<file path="src/rtl/fetch_pkg.sv">
// rtl/fetch_pkg.sv - shared defaults and instruction-queue entry type for the fetch unit
package fetch_pkg;

   localparam int          XLEN_DEFAULT     = 32;
   localparam int          INSTR_W          = 32;
   localparam logic [31:0] RESET_PC_DEFAULT = 32'h0000_0000;

   typedef struct packed {
      logic [XLEN_DEFAULT-1:0] pc;
      logic [INSTR_W-1:0]      instr;
   } fetch_entry_t;

endpackage

</file>
<file path="src/rtl/fetch_if.sv">
// rtl/fetch_if.sv - redirect, instruction-memory and decode handshakes of the fetch unit
interface fetch_if import fetch_pkg::*; #(
   parameter int XLEN  = XLEN_DEFAULT,
   parameter int DEPTH = 4
) ();

   localparam int OW = $clog2(DEPTH) + 1;

   logic               redirect_valid;
   logic [XLEN-1:0]    redirect_pc;
   logic               imem_req_valid;
   logic               imem_req_ready;
   logic [XLEN-1:0]    imem_req_addr;
   logic               imem_rsp_valid;
   logic [INSTR_W-1:0] imem_rsp_data;
   logic               dec_valid;
   logic               dec_ready;
   logic [XLEN-1:0]    dec_pc;
   logic [INSTR_W-1:0] dec_instr;
   logic [OW-1:0]      occupancy;

   modport master (
      input  redirect_valid, redirect_pc, imem_req_ready, imem_rsp_valid, imem_rsp_data, dec_ready,
      output imem_req_valid, imem_req_addr, dec_valid, dec_pc, dec_instr, occupancy
   );

   modport slave (
      output redirect_valid, redirect_pc, imem_req_ready, imem_rsp_valid, imem_rsp_data, dec_ready,
      input  imem_req_valid, imem_req_addr, dec_valid, dec_pc, dec_instr, occupancy
   );

endinterface

</file>
<file path="src/rtl/fetch_fifo.sv">
// rtl/fetch_fifo.sv - synchronous instruction queue with clear; power-of-two depth
module fetch_fifo import fetch_pkg::*; #(
   parameter int DEPTH = 4,
   parameter int WIDTH = $bits(fetch_entry_t)
) (
   input  logic                   clk,
   input  logic                   rst,
   input  logic                   clear_i,
   input  logic                   push_i,
   input  logic [WIDTH-1:0]       push_data_i,
   input  logic                   pop_i,
   output logic [WIDTH-1:0]       head_data_o,
   output logic [$clog2(DEPTH):0] count_o
);

   localparam int AW = $clog2(DEPTH);

   logic [WIDTH-1:0] mem_q [DEPTH];
   logic [AW-1:0]    rd_ptr_q, rd_ptr_d, wr_ptr_q, wr_ptr_d;
   logic [AW:0]      count_q, count_d;
   logic             do_push, do_pop, full;

   assign full    = (count_q == (AW+1)'(DEPTH));
   assign do_push = push_i & ~clear_i;
   assign do_pop  = pop_i & ~clear_i & (count_q != '0);

   always_comb begin
      rd_ptr_d = rd_ptr_q;
      wr_ptr_d = wr_ptr_q;
      count_d  = count_q;
      if (clear_i) begin
         rd_ptr_d = '0;
         wr_ptr_d = '0;
         count_d  = '0;
      end else begin
         if (do_push) wr_ptr_d = wr_ptr_q + AW'(1);
         if (do_pop)  rd_ptr_d = rd_ptr_q + AW'(1);
         count_d = count_q + (AW+1)'(do_push) - (AW+1)'(do_pop);
      end
   end

   always_ff @(posedge clk) begin
      if (rst) begin
         rd_ptr_q <= '0;
         wr_ptr_q <= '0;
         count_q  <= '0;
      end else begin
         rd_ptr_q <= rd_ptr_d;
         wr_ptr_q <= wr_ptr_d;
         count_q  <= count_d;
      end
   end

   always_ff @(posedge clk) begin
      if (do_push) mem_q[wr_ptr_q] <= push_data_i;
   end

   // The fetch credit scheme makes this unreachable; a hit means a credit bug, not backpressure.
   overflow_a: assert property (@(posedge clk) disable iff (rst) !(do_push && full));

   assign head_data_o = mem_q[rd_ptr_q];
   assign count_o     = count_q;

endmodule

</file>
<file path="src/rtl/fetch_unit.sv">
// rtl/fetch_unit.sv - credit-limited instruction fetch with redirect flush and response discard
module fetch_unit import fetch_pkg::*; #(
   parameter int              XLEN     = XLEN_DEFAULT,
   parameter int              DEPTH    = 4,
   parameter logic [XLEN-1:0] RESET_PC = XLEN'(RESET_PC_DEFAULT)
) (
   input logic     clk,
   input logic     rst,
   fetch_if.master bus
);

   localparam int OW = $clog2(DEPTH) + 1;
   localparam int EW = XLEN + INSTR_W;

   logic [XLEN-1:0] fetch_pc_q, fetch_pc_d, rsp_pc_q, rsp_pc_d, redirect_tgt;
   logic [OW-1:0]   outstanding_q, outstanding_d, discard_q, discard_d, occupancy;
   logic [OW:0]     credit_used;
   logic [EW-1:0]   head;
   logic            req_valid, req_fire, rsp_acc, push, dec_valid, dec_fire;
   logic            unused_redirect_lsbs;

   assign redirect_tgt         = {bus.redirect_pc[XLEN-1:2], 2'b00};
   assign unused_redirect_lsbs = ^bus.redirect_pc[1:0];

   assign dec_valid = (occupancy != '0) & ~bus.redirect_valid & ~rst;
   assign dec_fire  = dec_valid & bus.dec_ready;

   // Every issued request must have a guaranteed queue slot, counting the entry decode frees now.
   assign credit_used = {1'b0, occupancy} + {1'b0, outstanding_q} - (OW+1)'(dec_fire);
   assign req_valid   = ~rst & ~bus.redirect_valid & (credit_used < (OW+1)'(DEPTH));
   assign req_fire    = req_valid & bus.imem_req_ready;
   assign rsp_acc     = bus.imem_rsp_valid & ~rst;
   assign push        = rsp_acc & (discard_q == '0) & ~bus.redirect_valid;

   always_comb begin
      outstanding_d = outstanding_q + OW'(req_fire) - OW'(rsp_acc);
      fetch_pc_d    = fetch_pc_q;
      rsp_pc_d      = rsp_pc_q;
      discard_d     = discard_q;
      if (bus.redirect_valid) begin
         fetch_pc_d = redirect_tgt;
         rsp_pc_d   = redirect_tgt;
         discard_d  = outstanding_q - OW'(rsp_acc);
      end else begin
         if (req_fire) fetch_pc_d = fetch_pc_q + XLEN'(4);
         if (push)     rsp_pc_d   = rsp_pc_q + XLEN'(4);
         if (rsp_acc && (discard_q != '0)) discard_d = discard_q - OW'(1);
      end
   end

   always_ff @(posedge clk) begin
      if (rst) begin
         fetch_pc_q    <= RESET_PC;
         rsp_pc_q      <= RESET_PC;
         outstanding_q <= '0;
         discard_q     <= '0;
      end else begin
         fetch_pc_q    <= fetch_pc_d;
         rsp_pc_q      <= rsp_pc_d;
         outstanding_q <= outstanding_d;
         discard_q     <= discard_d;
      end
   end

   fetch_fifo #(
      .DEPTH (DEPTH),
      .WIDTH (EW)
   ) u_queue (
      .clk         (clk),
      .rst         (rst),
      .clear_i     (bus.redirect_valid),
      .push_i      (push),
      .push_data_i ({rsp_pc_q, bus.imem_rsp_data}),
      .pop_i       (dec_fire),
      .head_data_o (head),
      .count_o     (occupancy)
   );

   assign bus.imem_req_valid = req_valid;
   assign bus.imem_req_addr  = fetch_pc_q;
   assign bus.dec_valid      = dec_valid;
   assign bus.dec_pc         = head[EW-1:INSTR_W];
   assign bus.dec_instr      = head[INSTR_W-1:0];
   assign bus.occupancy      = occupancy;

endmodule

</file>
<file path="src/flat_wrapper.sv">
// flat-port wrapper written by rule: the top's interface ports become plain ports
module fetch_unit_flat import fetch_pkg::*;
#(
   parameter int              XLEN     = XLEN_DEFAULT,
   parameter int              DEPTH    = 4,
   parameter logic [XLEN-1:0] RESET_PC = XLEN'(RESET_PC_DEFAULT)
)
  (clk, rst, bus_redirect_valid, bus_redirect_pc, bus_imem_req_ready, bus_imem_rsp_valid, bus_imem_rsp_data, bus_dec_ready, bus_imem_req_valid, bus_imem_req_addr, bus_dec_valid, bus_dec_pc, bus_dec_instr, bus_occupancy);
  fetch_if #(.XLEN(XLEN), .DEPTH(DEPTH)) bus_i ();
  input logic clk;
  input logic rst;
  input wire logic [$bits(bus_i.redirect_valid)-1:0] bus_redirect_valid;
  input wire logic [$bits(bus_i.redirect_pc)-1:0] bus_redirect_pc;
  input wire logic [$bits(bus_i.imem_req_ready)-1:0] bus_imem_req_ready;
  input wire logic [$bits(bus_i.imem_rsp_valid)-1:0] bus_imem_rsp_valid;
  input wire logic [$bits(bus_i.imem_rsp_data)-1:0] bus_imem_rsp_data;
  input wire logic [$bits(bus_i.dec_ready)-1:0] bus_dec_ready;
  output wire logic [$bits(bus_i.imem_req_valid)-1:0] bus_imem_req_valid;
  output wire logic [$bits(bus_i.imem_req_addr)-1:0] bus_imem_req_addr;
  output wire logic [$bits(bus_i.dec_valid)-1:0] bus_dec_valid;
  output wire logic [$bits(bus_i.dec_pc)-1:0] bus_dec_pc;
  output wire logic [$bits(bus_i.dec_instr)-1:0] bus_dec_instr;
  output wire logic [$bits(bus_i.occupancy)-1:0] bus_occupancy;
  assign bus_i.redirect_valid = bus_redirect_valid;
  assign bus_i.redirect_pc = bus_redirect_pc;
  assign bus_i.imem_req_ready = bus_imem_req_ready;
  assign bus_i.imem_rsp_valid = bus_imem_rsp_valid;
  assign bus_i.imem_rsp_data = bus_imem_rsp_data;
  assign bus_i.dec_ready = bus_dec_ready;
  assign bus_imem_req_valid = bus_i.imem_req_valid;
  assign bus_imem_req_addr = bus_i.imem_req_addr;
  assign bus_dec_valid = bus_i.dec_valid;
  assign bus_dec_pc = bus_i.dec_pc;
  assign bus_dec_instr = bus_i.dec_instr;
  assign bus_occupancy = bus_i.occupancy;
  fetch_unit #(.XLEN(XLEN), .DEPTH(DEPTH), .RESET_PC(RESET_PC)) u_core (.clk(clk), .rst(rst), .bus(bus_i));
endmodule
</file>
<file path="config.mk">
export PLATFORM = sky130hd
export DESIGN_NAME = fetch_unit_flat
export DESIGN_NICKNAME = d
export VERILOG_FILES = /design/src/rtl/fetch_pkg.sv /design/src/rtl/fetch_if.sv /design/src/rtl/fetch_fifo.sv /design/src/rtl/fetch_unit.sv /design/src/flat_wrapper.sv
export SDC_FILE = /design/constraint.sdc
export NUM_CORES = 1
export LEC_CHECK = 0
export CAP_MARGIN = 20
export CORE_ASPECT_RATIO = 0.6
export CORE_UTILIZATION = 50
export CTS_BUF_LIST = sky130_fd_sc_hd__clkbuf_8
export DETAILED_ROUTE_END_ITERATION = 10
export PLACE_DENSITY = 0.82
export SYNTH_ARGS = -nofsm -noshare
export SYNTH_HDL_FRONTEND = slang
export SYNTH_HIERARCHICAL = 1
export SYNTH_SLANG_ARGS = --single-unit
</file>
<file path="constraint.sdc">
create_clock -name clk -period 6.65 [get_ports clk]
set_input_delay 1.33 -clock clk [delete_from_list [all_inputs] [get_ports clk]]
set_output_delay 1.33 -clock clk [all_outputs]
set_load 0.01 [all_outputs]
</file>
# Word level (Yosys, flattened, before mapping)
# Memory sizes are Yosys's and may differ from the RTL's. A register that Yosys moved wholly into a read port is not among the register bits.
# Index checks and enable logic that the tools add are counted.
dict set report word_totals {
  out_inout_bits 101
  ram_bits 256
  reg_bits 77
  input_bits 70
  mem_count 1
}
dict set report op_classes {
  n_reduce_logical 8
  n_addsub 12
  bitwise_logic 14
  muxes 10
  order_cmp 1
}
# memory words width read_ports rd_clocked_by_memory_dff write_ports line
set mem_list {}
lappend mem_list {u_core.u_queue.mem_q 4 64 1 1 1 fetch_fifo.sv:18} ;# logic [WIDTH-1:0] mem_q [DEPTH];
# cell n
set ops {}
lappend ops {{two-way mux 32 bit} 4}
lappend ops {{adder 32 x 3 -> 32 bit (second input constant)} 2}
lappend ops {{AND 1 bit} 12}
lappend ops {{subtractor 3 x 1 -> 3 bit} 3}
lappend ops {{adder 3 x 1 -> 3 bit} 2}
lappend ops {{two-way mux 3 bit} 2}
lappend ops {{nonzero test 2 bit} 3}
lappend ops {{nonzero test 3 bit} 2}
lappend ops {{adder 2 x 1 -> 2 bit (second input constant)} 2}
lappend ops {{adder 3 x 3 -> 4 bit} 1}
lappend ops {{less-than comparator 4 x 3 -> 1 bit (second input constant)} 1}
lappend ops {{two-way mux 2 bit} 2}
lappend ops {{subtractor 4 x 1 -> 4 bit} 1}
lappend ops {{zero test 3 bit} 1}
lappend ops {{subtractor 3 x 1 -> 3 bit (second input constant)} 1}
lappend ops {{two-way mux 1 bit} 2}
lappend ops {{NOT 1 bit} 2}
lappend ops {{OR reduction 2 bit} 1}
lappend ops {{logical AND 1 bit} 1}

# Longest topological paths before layout
dict set report logic_depth {
  word_depth 10
  ltp_mapped 21
  mapped_depth_nobuf 18
}

# Modules after synthesis
# The synthesis kept the hierarchy.
# module cells_per_inst area_each_um2 n_inst seq_area_each_um2
set modules_own_cells {}
lappend modules_own_cells {fetch_fifo 381 9798.1 1 7867.5}
lappend modules_own_cells {fetch_unit 494 4201.5 1 1321.3}

# Worst setup path after synthesis
# No wires, ideal clock.
dict set report synth_timing {
  path_type {input to output}
  from {input bus_redirect_valid}
  to {output bus_imem_req_valid}
  path_slack_ps 1670
  arrival_ps 3650
  n_path_buf 4
  required_time_ps 5320
  path_stages 14
  cell_sequence {clkbuf_1 > clkbuf_1 > nor2_1 > o31a_1 > and2_1 > ha_1 > inv_1 > ha_1 > nand3b_4 > a21o_1 > buf_6 > and3_4 > buf_6 > nor3_1}
}
dict set report synth_between {
  elab_chain_cells 7
  elab_cells_between_ends 8
}
# element line
set synth_rtl {}
lappend synth_rtl {{start: declaration} flat_wrapper.sv:12} ;# input wire logic [$bits(bus_i.redirect_valid)-1:0] bus_redirect_valid;
lappend synth_rtl {{NOT 1 bit} fetch_unit.sv:25} ;# assign dec_valid = (occupancy != '0) & ~bus.redirect_valid & ~rst;
lappend synth_rtl {{AND 1 bit (2 in a row)} fetch_unit.sv:25}
lappend synth_rtl {{net bus_dec_valid} flat_wrapper.sv:20} ;# output wire logic [$bits(bus_i.dec_valid)-1:0] bus_dec_valid;
lappend synth_rtl {{AND 1 bit} fetch_unit.sv:26} ;# assign dec_fire = dec_valid & bus.dec_ready;
lappend synth_rtl {{net u_core.dec_fire} fetch_unit.sv:19} ;# logic req_valid, req_fire, rsp_acc, push, dec_valid, dec_fire;
lappend synth_rtl {{subtractor 4 x 1 -> 4 bit} fetch_unit.sv:29} ;# assign credit_used = {1'b0, occupancy} + {1'b0, outstanding_q} - (OW+1)'(dec_fire);
lappend synth_rtl {{less-than comparator 4 x 3 -> 1 bit} fetch_unit.sv:30} ;# assign req_valid = ~rst & ~bus.redirect_valid & (credit_used < (OW+1)'(DEPTH));
lappend synth_rtl {{AND 1 bit} fetch_unit.sv:30}
lappend synth_rtl {{end: declaration} flat_wrapper.sv:18} ;# output wire logic [$bits(bus_i.imem_req_valid)-1:0] bus_imem_req_valid;
# The timed path passes the listed nets, and every way through them passes these cells.

# Worst setup path after layout
dict set report layout_timing {
  from {input rst}
  to {output bus_imem_req_valid}
}
dict set report layout_between {
  elab_chain_cells 6
  elab_cells_between_ends 7
}
# element line
set layout_rtl {}
lappend layout_rtl {{start: declaration} flat_wrapper.sv:11} ;# input logic rst;
lappend layout_rtl {{NOT 1 bit} fetch_unit.sv:25}
lappend layout_rtl {{AND 1 bit} fetch_unit.sv:25}
lappend layout_rtl {{AND 1 bit} fetch_unit.sv:26}
lappend layout_rtl {{net u_core.dec_fire} fetch_unit.sv:19}
lappend layout_rtl {{subtractor 4 x 1 -> 4 bit} fetch_unit.sv:29}
lappend layout_rtl {{less-than comparator 4 x 3 -> 1 bit} fetch_unit.sv:30}
lappend layout_rtl {{AND 1 bit} fetch_unit.sv:30}
# The timed path passes the listed nets, and every way through them passes these cells.

==> results.toml <==
[worst_setup_path]
cp_max_fo = 19
critical_path.max_stage_delay_ps = 550
cp-end-kind = "output pin"
worstPathCellList = "buf_2, nor2_1, o31a_1, and2_1, ha_1, inv_1, ha_1, nand3b_4, a21o_1, and3_4, nor3_1, clkdlybuf4s50_1"
critPathKind = "primary input to output pin"
start_kind = "primary input"
cp_data_arrival_time_ps = 4080
r2r_cells = 17
critPathSlowestCell = "a21o_1"
required_ps = 5320
crit_top_cell = "ha_1"

[cts]
h-tree-depth = 2
clk_latency_ps = 580
post_cts_buffers = 0
ctsHoldBuffers = 0
cts_tree = "done"
cts_buffers = 48
cts_root_buffer = "clkbuf_8"
cts.clk_slew.worst_paths_ps = 70
cts_resized = 0
clk_path_buf_depth = 3
clock_sinks = 331

[global_route]
grt_overflow = 0
antenna_found_initial = 0
grt_pass1_wl_um = 46700
grt_max_degree = 66
first_global_vias = 8355
track_usage = 0.212

[synth]
synth_top_area_frac = 0.549
synth.distinct_cells = 67
synthTopCellsByCount = "edfxtp_1, dfxtp_1, mux4_2, inv_1, xnor2_1"
synth_flop_cell = "edfxtp_1"
syn_area_sq_mm = 0.0140
synth_area_leaders = "edfxtp_1, dfxtp_1, mux4_2, xnor2_1, ha_1"
synth_most_common_cell = "edfxtp_1"
syn_area_per_cell_sq_um = 16.0
synth-async-reset-ratio = 0
yosys.area.top_type = "edfxtp_1"
yosys_warnings = 6
synth-edff-count = 256
ys_ff_latch = 331
ys_seq_area_frac = 0.656
synthCells = 875

[floorplanning]
initial_core_util = 0.509
design.die.area_sq_mm = 0.0287
die_w_um = 218
io_pins = 171
core_area_sq_mm = 0.0275
rows = 47
fp.dieH_um = 132

[final_layout]
syn_to_final_growth_pct = 20.0
seq_area_sq_mm = 0.00919
fin_cells = 1467
diodes = 0
utilization = 0.611
multi_input_area_sq_mm = 0.00430
fill_cells = 2045
drive_above_1_share = 0.158
fin_nets = 1154

[sta]
worst_pin_slew_ps = 1090
rsz0062_at_grt = "false"
final.setup_skew_ps = 20.9
hold_violations = 0
setup_viol = 0
finalCritPeriodShare = 0.814
finalCriticalPeriod_ps = 5410
tns_ps = 0
drv_slew = 0
slew_headroom = 0.274
maxClockFrequency_mhz = 185

[route]
drc = 0
num_vias = 8325
dr.pass1.iters = 7
wl_per_cell_um = 20.3
wirelength_um = 29800
vias_per_cell = 5.67
ant_nets = 0
drt_iter0_drc = 612

[place]
io_buffers = 166
placed_cells = 1380
place_congestion = 0.917
hpwl_um = 19300

[worst_hold_path]
holdPathStages = 0
hold_class = "flip-flop to flip-flop"

[power]
ir_worst_vdd_uv = 201
power_density_mw_per_mm2 = 253
power_mw = 4.24
power.leakage_nw = 5.57

[run_status]
status = "finished clean"

[job]
maxCapViolCount = 0
[per-layer routing]
layer / vias up / routed length, um / track usage
met1: 4145 / 14000 / 0.329
met4: 0 / 505 / 0.0563
met5: - / 0 / 0
li1: 3763 / - / -
met2: 370 / 12800 / 0.300
met3: 47 / 2490 / 0.0451
[power by group]
| group | leakage, nW | total [mW] | switching [mW] | internal (mW) |
|---|---|---|---|---|
| combinational | 2.09 | 0.369 | 0.202 | 0.167 |
| clock | 0.537 | 1.54 | 0.778 | 0.765 |
| sequential | 2.94 | 2.33 | 0.0593 | 2.27 |
| total | 5.57 | 4.24 | 1.04 | 3.21 |
[worst max-delay path: cells and delay by family]
| kind | cells | cell delay [ps] |
|---|---|---|
| and+or+nand+nor | 5 | 910 |
| AOI/OAI and AO/OA | 2 | 740 |
| buffers and inverters | 3 | 660 |
| adders and majority gates | 2 | 460 |
[sequential cells by signal, summed over array words and instances, names as in the netlist, named ones only]
name,flops
u_core/u_queue/wr_ptr_q,2
u_core/bus.imem_req_addr,30
u_core/u_queue/count_o,3
u_core/discard_q,3
u_core/u_queue/rd_ptr_q,2
u_core/rsp_pc_q,30
u_core/outstanding_q,3
u_core/u_queue/mem_q,256
[logic make-up after synthesis]
kind of cell,synth area share
DFF,0.656
and+or+nand+nor,0.0838
AOI/OAI and AO/OA,0.0605
buffers and inverters,0.0390
muxes,0.108
xor gates and xnor gates,0.0324
adders and majority gates,0.0198
other,0.000268
[area by class of cell]
class | instances | area share
repair buffers | 179 | 0.104
well taps | 367 | 0.0273
clock inverters | 35 | 0.0109
clock buffers | 52 | 0.0426
multi-input cells | 450 | 0.256
flip-flops and latches | 331 | 0.547
inverters | 53 | 0.0118
[path summary, 6_finish.rpt]
kind / start / end / slack, ps
worst max-delay path: rst / bus_imem_req_valid / 1240
worst min register to register: u_core/rsp_pc_q[21] / u_core/u_queue/mem_q[0][53] / 540
worst max register to register: u_core/u_queue/count_o[0] / u_core/outstanding_q[2] / 2780
worst min-delay path: u_core/rsp_pc_q[21] / u_core/u_queue/mem_q[0][53] / 540
[placed cells by master, fill, tap and decap left out, types with 20 or more instances in the layout]
cell               n
nand2_1           25
dfxtp_1           73
clkbuf_8          52
xnor2_1           47
inv_1             70
a21boi_0          23
mux4_2            60
nor2_1            21
nand3_1           20
edfxtp_1         256
a21oi_1           29
clkdlybuf4s50_1  164
nor3_1            28
[through the flow]
| stage | setup WS, ps | cell area (sq um) | hold WS [ps] |
|---|---|---|---|
| 2_1_floorplan | 1670 | 14000 | 455 |
| 3_3_place_gp | 1330 | 15900 | 523 |
| 3_5_place_dp | 1280 | 15900 | 533 |
| 4_1_cts | 1260 | 16800 | 538 |
| 5_1_grt | 1080 | 16800 | 560 |
| 6_report | 1240 | 16800 | 542 |
No activity file was read; power rests on OpenSTA's default activity.
